===== src/rtl/pixel_stream_packer_pkg.sv =====
// Shared types for the pixel stream packer: colour word, FIFO entry layout
// and the hit/background colour selection.
package pixel_stream_packer_pkg;

    localparam int RGB_W = 24;

    typedef logic [RGB_W-1:0] rgb_t;

    localparam rgb_t BG_COLOUR_DEFAULT = 24'h000000;

    typedef struct packed {
        logic sof;
        logic eol;
        rgb_t colour;
    } pix_t;

    localparam int PIX_W = $bits(pix_t);

    function automatic rgb_t select_colour(input logic hit, input rgb_t shade, input rgb_t bg);
        return hit ? shade : bg;
    endfunction

endpackage


===== src/rtl/pixel_stream_packer_sync_fifo.sv =====
// First-word-fall-through synchronous FIFO; head entry is always on rd_data.
// Storage is unreset, only pointers and occupancy are cleared by rst.
module sync_fifo #(
    parameter int WIDTH = 26,
    parameter int DEPTH = 8
) (
    input  logic                     clk,
    input  logic                     rst,
    input  logic                     wr_en,
    input  logic [WIDTH-1:0]         wr_data,
    input  logic                     rd_en,
    output logic [WIDTH-1:0]         rd_data,
    output logic [$clog2(DEPTH):0]   count,
    output logic                     full,
    output logic                     empty
);

    localparam int AW = $clog2(DEPTH);
    localparam int CW = AW + 1;

    logic [WIDTH-1:0] mem [DEPTH];
    logic [AW-1:0]    wr_ptr;
    logic [AW-1:0]    rd_ptr;
    logic [CW-1:0]    count_q;
    logic             do_wr;
    logic             do_rd;

    assign do_wr = wr_en & ~full;
    assign do_rd = rd_en & ~empty;

    always_ff @(posedge clk) begin
        if (do_wr) begin
            mem[wr_ptr] <= wr_data;
        end
    end

    // Pointers wrap naturally because DEPTH is a power of two.
    always_ff @(posedge clk) begin
        if (rst) begin
            wr_ptr  <= '0;
            rd_ptr  <= '0;
            count_q <= '0;
        end else begin
            if (do_wr) wr_ptr <= wr_ptr + 1'b1;
            if (do_rd) rd_ptr <= rd_ptr + 1'b1;
            case ({do_wr, do_rd})
                2'b10:   count_q <= count_q + 1'b1;
                2'b01:   count_q <= count_q - 1'b1;
                default: count_q <= count_q;
            endcase
        end
    end

    assign rd_data = mem[rd_ptr];
    assign count   = count_q;
    assign full    = (count_q == CW'(DEPTH));
    assign empty   = (count_q == '0);

endmodule


===== src/rtl/pixel_stream_packer.sv =====
// Packs shaded pixels into an AXI4-Stream video stream with SOF/EOL tags,
// background substitution, back-pressure buffering and overflow flagging.
module pixel_stream_packer
    import pixel_stream_packer_pkg::*;
#(
    parameter int   SCREEN_WIDTH  = 640,
    parameter int   SCREEN_HEIGHT = 480,
    parameter int   FIFO_DEPTH    = 8,
    parameter rgb_t BG_COLOUR     = BG_COLOUR_DEFAULT
) (
    input  logic        clk,
    input  logic        rst,
    input  logic        valid_in,
    input  logic        hit_in,
    input  logic [23:0] shade_in,
    output logic        ready_out,
    output logic [23:0] m_axis_tdata,
    output logic        m_axis_tvalid,
    input  logic        m_axis_tready,
    output logic        m_axis_tuser,
    output logic        m_axis_tlast,
    output logic        frame_done,
    output logic        overflow
);

    localparam int XW = $clog2(SCREEN_WIDTH);
    localparam int YW = (SCREEN_HEIGHT > 1) ? $clog2(SCREEN_HEIGHT) : 1;
    localparam int CW = $clog2(FIFO_DEPTH) + 1;

    localparam logic [XW-1:0] X_LAST = XW'(SCREEN_WIDTH - 1);
    localparam logic [YW-1:0] Y_LAST = YW'(SCREEN_HEIGHT - 1);

    logic [XW-1:0] x_p0;
    logic [YW-1:0] y_p0;
    logic [YW-1:0] line_p1;
    pix_t          push_pix_p0;
    pix_t          head_pix_p1;
    logic [CW-1:0] fifo_count;
    logic          fifo_full;
    logic          fifo_empty;
    logic          accept_p0;
    logic          pop_p1;

    // Input side: raster position tracking and tagging
    assign ready_out   = (fifo_count < CW'(FIFO_DEPTH));
    assign accept_p0   = valid_in & ~fifo_full;
    assign push_pix_p0 = '{sof:    (x_p0 == '0) && (y_p0 == '0),
                           eol:    (x_p0 == X_LAST),
                           colour: select_colour(hit_in, shade_in, BG_COLOUR)};

    always_ff @(posedge clk) begin
        if (rst) begin
            x_p0 <= '0;
            y_p0 <= '0;
        end else if (accept_p0) begin
            if (x_p0 == X_LAST) begin
                x_p0 <= '0;
                y_p0 <= (y_p0 == Y_LAST) ? '0 : y_p0 + 1'b1;
            end else begin
                x_p0 <= x_p0 + 1'b1;
            end
        end
    end

    always_ff @(posedge clk) begin
        if (rst) begin
            overflow <= 1'b0;
        end else if (valid_in && !ready_out) begin
            overflow <= 1'b1;
        end
    end

    sync_fifo #(
        .WIDTH (PIX_W),
        .DEPTH (FIFO_DEPTH)
    ) u_fifo (
        .clk     (clk),
        .rst     (rst),
        .wr_en   (accept_p0),
        .wr_data (push_pix_p0),
        .rd_en   (pop_p1),
        .rd_data (head_pix_p1),
        .count   (fifo_count),
        .full    (fifo_full),
        .empty   (fifo_empty)
    );

    // Output side: AXIS head, line tracking and end-of-frame pulse
    assign m_axis_tvalid = ~fifo_empty;
    assign pop_p1        = m_axis_tvalid & m_axis_tready;
    assign m_axis_tdata  = m_axis_tvalid ? head_pix_p1.colour : '0;
    assign m_axis_tuser  = m_axis_tvalid & head_pix_p1.sof;
    assign m_axis_tlast  = m_axis_tvalid & head_pix_p1.eol;

    always_ff @(posedge clk) begin
        if (rst) begin
            line_p1    <= '0;
            frame_done <= 1'b0;
        end else begin
            frame_done <= 1'b0;
            if (pop_p1 && head_pix_p1.eol) begin
                if (line_p1 == Y_LAST) begin
                    line_p1    <= '0;
                    frame_done <= 1'b1;
                end else begin
                    line_p1 <= line_p1 + 1'b1;
                end
            end
        end
    end

endmodule

===== config.mk =====
export PLATFORM = sky130hd
export DESIGN_NAME = pixel_stream_packer
export DESIGN_NICKNAME = d
export VERILOG_FILES = /design/src/rtl/pixel_stream_packer_pkg.sv /design/src/rtl/pixel_stream_packer_sync_fifo.sv /design/src/rtl/pixel_stream_packer.sv
export SDC_FILE = /design/constraint.sdc
export NUM_CORES = 1
export LEC_CHECK = 0
export ABC_CLOCK_PERIOD_IN_PS = 8500
export CORE_MARGIN = 2
export CORE_UTILIZATION = 55
export CTS_BUF_LIST = sky130_fd_sc_hd__clkbuf_8
export CTS_CLUSTER_SIZE = 14
export DETAILED_ROUTE_END_ITERATION = 16
export MAX_ROUTING_LAYER = met4
export PLACE_DENSITY = 0.82
export SLEW_MARGIN = 15
export SYNTH_ARGS = -nofsm -noshare
export SYNTH_HDL_FRONTEND = slang
export SYNTH_HIERARCHICAL = 1
export SYNTH_SLANG_ARGS = --single-unit

===== constraint.sdc =====
create_clock -name clk -period 8.5 [get_ports clk]
set_clock_uncertainty 0.2 [all_clocks]
set_input_delay 1.7 -clock clk [delete_from_list [all_inputs] [get_ports clk]]
set_output_delay 1.7 -clock clk [all_outputs]
set_load 0.02 [all_outputs]

==> impl_metrics.py <==
metrics = {
    "timing": {
        "max_freq_mhz": 194,
        "fin_crit_sh": 0.606,
        "rsz0062_at_grt": "false",
        "tns_ns": 0,
        "final_max_slew_viol_count": 0,
        "post-route-min-period_ns": 5.15,
        "setup_viol": 0,
        "finalHoldViolations": 0,
        "hold_ws_ns": 0.281,
        "worstMarginPinSlew_ns": 1.03,
        "relSlewSlack": 0.309,
    },
    "worst_hold_path": {
        "min_to": "line_p1[8]",
        "hold-path-cell-count": 2,
        "hold_class": "reg -> reg",
        "hold_start": "line_p1[8]",
    },
    "placement": {
        "gp_congestion": 0.806,
        "port_buffers": 58,
        "dp_hpwl_um": 11200,
        "placed_cells": 880,
    },
    "die": {
        "chipWidth_um": 142,
        "core_region_area_um2": 18700,
        "die_area_um2": 20200,
        "io_pins": 59,
        "fp-row-count": 50,
        "die_y_um": 142,
        "start_util": 0.561,
    },
    "logic_synthesis": {
        "synth_top_area_frac": 0.595,
        "synth_cell_types": 51,
        "yosys_warnings": 6,
        "ys_seq_area_frac": 0.677,
        "syn_area_um2": 10500,
        "synth_fp_nets": 646,
        "ys_async_sr_fraction": 0,
        "synth_flop_cell": "edfxtp_1",
        "synthTopCellsByArea": "edfxtp_1 (60%), dfxtp_1 (8.2%), mux4_1 (7.5%)",
        "ys_ff_latch": 251,
        "synth_cells": 607,
        "synth_edf_count": 208,
        "synth_top_area_cell": "edfxtp_1",
        "avgSynthCellArea_um2": 17.3,
    },
    "routing": {
        "drc_errors": 0,
        "firstDrtPassIters": 6,
        "wirelength_um": 20200,
        "drt_iter0_drc": 358,
        "ant_nets": 0,
        "vias": 5637,
        "wl_per_cell_um": 21.3,
        "post_drt_via_cell_ratio": 5.93,
    },
    "clocking": {
        "cts_tree": "done",
        "clockRootBuffer": "clkbuf_8",
        "clockBufferDepth": 3,
        "path_clk_slew_ns": 0.06,
        "cts_made_buffers": 39,
        "clkSinkCount": 251,
        "ctsResizeCount": 0,
        "cts_hold_buf": 0,
        "clock_latency_ns": 0.52,
        "h-tree-depth": 2,
        "cts_setup_buffers": 0,
    },
    "grt": {
        "grt_max_degree": 53,
        "grt_pass1_wl_um": 31700,
        "antenna_found_initial": 0,
        "grt.total_usage": 0.214,
        "grt_pass1_vias": 5884,
        "grt.overflow.total": 0,
    },
    "layout": {
        "antenna_cells": 0,
        "multi_input_area_um2": 3200,
        "syn_to_final_growth_pct": 14.2,
        "fin_util": 0.641,
        "drive_above_1_share": 0.184,
        "layout.nets": 726,
        "seqCellArea_um2": 7110,
        "fillers": 1272,
        "stdcell_count": 950,
    },
    "critical_path": {
        "endpoint_kind": "output pin",
        "worstPathRequired_ns": 6.60,
        "timing.rr.end": "u_fifo/count[2]",
        "regToRegSetupSlack_ns": 5.07,
        "criticalPathCategory": "reg -> out",
        "startpoint_type": "flop",
        "timing.rr.start": "u_fifo/count[0]",
        "crit_fanout": 52,
        "reg2reg_depth": 11,
        "arrival_ns": 3.25,
    },
    "power_and_ir_drop": {
        "ir_worst_vdd_mv": 0.170,
        "powerDensity_nw_per_um2": 266,
        "total_leakage_power_uw": 0.00398,
    },
    "flow_run": {
        "maxCapViolCount": 0,
    },
    "outcome": {
        "status": "finished clean",
    },
}
-- synthesized netlist by cell type, types with 3 or more instances --
cell,instances
and4_1,3
nand2b_1,6
edfxtp_1,208
nand2_1,16
and3_1,5
nand3_1,13
inv_1,8
nor3_1,12
mux4_2,22
nand4_1,8
o21ai_0,5
or4_1,3
xnor2_1,5
and4b_1,4
mux4_1,30
ha_1,10
mux2i_1,3
a21oi_1,13
clkbuf_1,16
or3_1,3
nor2b_1,29
xor2_1,17
nor2_1,30
dfxtp_1,43
and2_1,25
buf_6,9
nor4_1,5
mux2_2,28
-- metrics by stage --
stage | area, µm² | total power [µW] | setup WS, ns
after global routing | 12000 | 3320 | 3.21
after floorplan | 10500 | 2040 | 2.88
after CTS | 12000 | 3210 | 3.31
after detailed placement | 11300 | 2340 | 3.67
after global placement | 11300 | 2300 | 3.89
final | 12000 | 3180 | 3.35
-- critical path, stage by stage, from the launching register on --
cell             delay [ns]
dfxtp_2                0.31
buf_4                  0.72
mux4_1                 0.64
mux2_2                 0.32
nor2b_1                0.15
clkdlybuf4s50_1        0.56
-- logic make-up after synthesis --
family | after synthesis | share of synthesized area
AO/OA/AOI/OAI | 26 | 0.0148
buffers and inverters | 39 | 0.0213
multiplexers | 83 | 0.155
XOR/XNOR | 23 | 0.0199
AND/OR/NAND/NOR | 175 | 0.0993
adder cells (fa/ha/maj) | 10 | 0.0119
flip-flops | 251 | 0.677
-- state kept, by name, summed over array words and instances, names as in the netlist, named ones only --
name,flops
u_fifo/mem,208
line_p1,9
x_p0,10
u_fifo/count,4
frame_done,1
y_p0,9
u_fifo/wr_ptr,3
overflow,1
u_fifo/rd_ptr,3
-- power breakdown --
| group | total [µW] | switching, µW | internal [µW] |
|---|---|---|---|
| Clock | 878 | 440 | 439 |
| Combinational | 835 | 435 | 400 |
| Sequential | 1470 | 43.3 | 1430 |
| Total | 3180 | 918 | 2270 |
-- routing by layer --
layer | vias up | wire length (µm) | global-route usage
met3 | 40 | 1250 | 0.0343
met1 | 2847 | 8190 | 0.267
met5 | - | 0 | -
li1 | 2555 | - | -
met4 | 0 | 432 | 0.0795
met2 | 195 | 10400 | 0.359
-- worst max path at each step --
stage                             to  depth (start not counted)     start  slack (ns)
detailed placement   u_fifo/count[2]                         10  valid_in        3.67
global route            m_axis_tlast                          5      flop        3.21
global placement     u_fifo/count[2]                         10  valid_in        3.89
finish                  m_axis_tlast                          5      flop        3.35
CTS                  m_axis_tdata[4]                          5      flop        3.31
floorplan           u_fifo/mem[0][0]                          3  valid_in        2.88
-- layout make-up --
cell class,instances,share of cell area
sequential,251,0.593
multi-input combinational,317,0.267
timing repair buffer,70,0.0560
clock buffer,40,0.0459
tap,234,0.0244
clock inverter,30,0.0107
inverter,8,0.00251
-- cells in the final DEF (no fill, tap or decap), drive strengths merged, types with 2 or more instances in the layout --
cell / count
and3: 5
nand2b: 6
nand3b: 2
and4b: 4
xnor2: 5
a21oi: 14
and2: 25
nand3: 16
nand2: 18
xor2: 18
nor2b: 29
ha: 10
or3: 3
nand4: 8
edfxtp: 208
nor4: 5
nor3: 12
dfxtp: 43
clkbuf: 40
inv: 21
o21ai: 6
mux2: 28
or4: 3
buf: 12
mux4: 52
mux2i: 3
clkinv: 16
nor2: 30
clkdlybuf4s50: 58
and4: 3
Note: power is estimated with default switching activity, not from simulation.
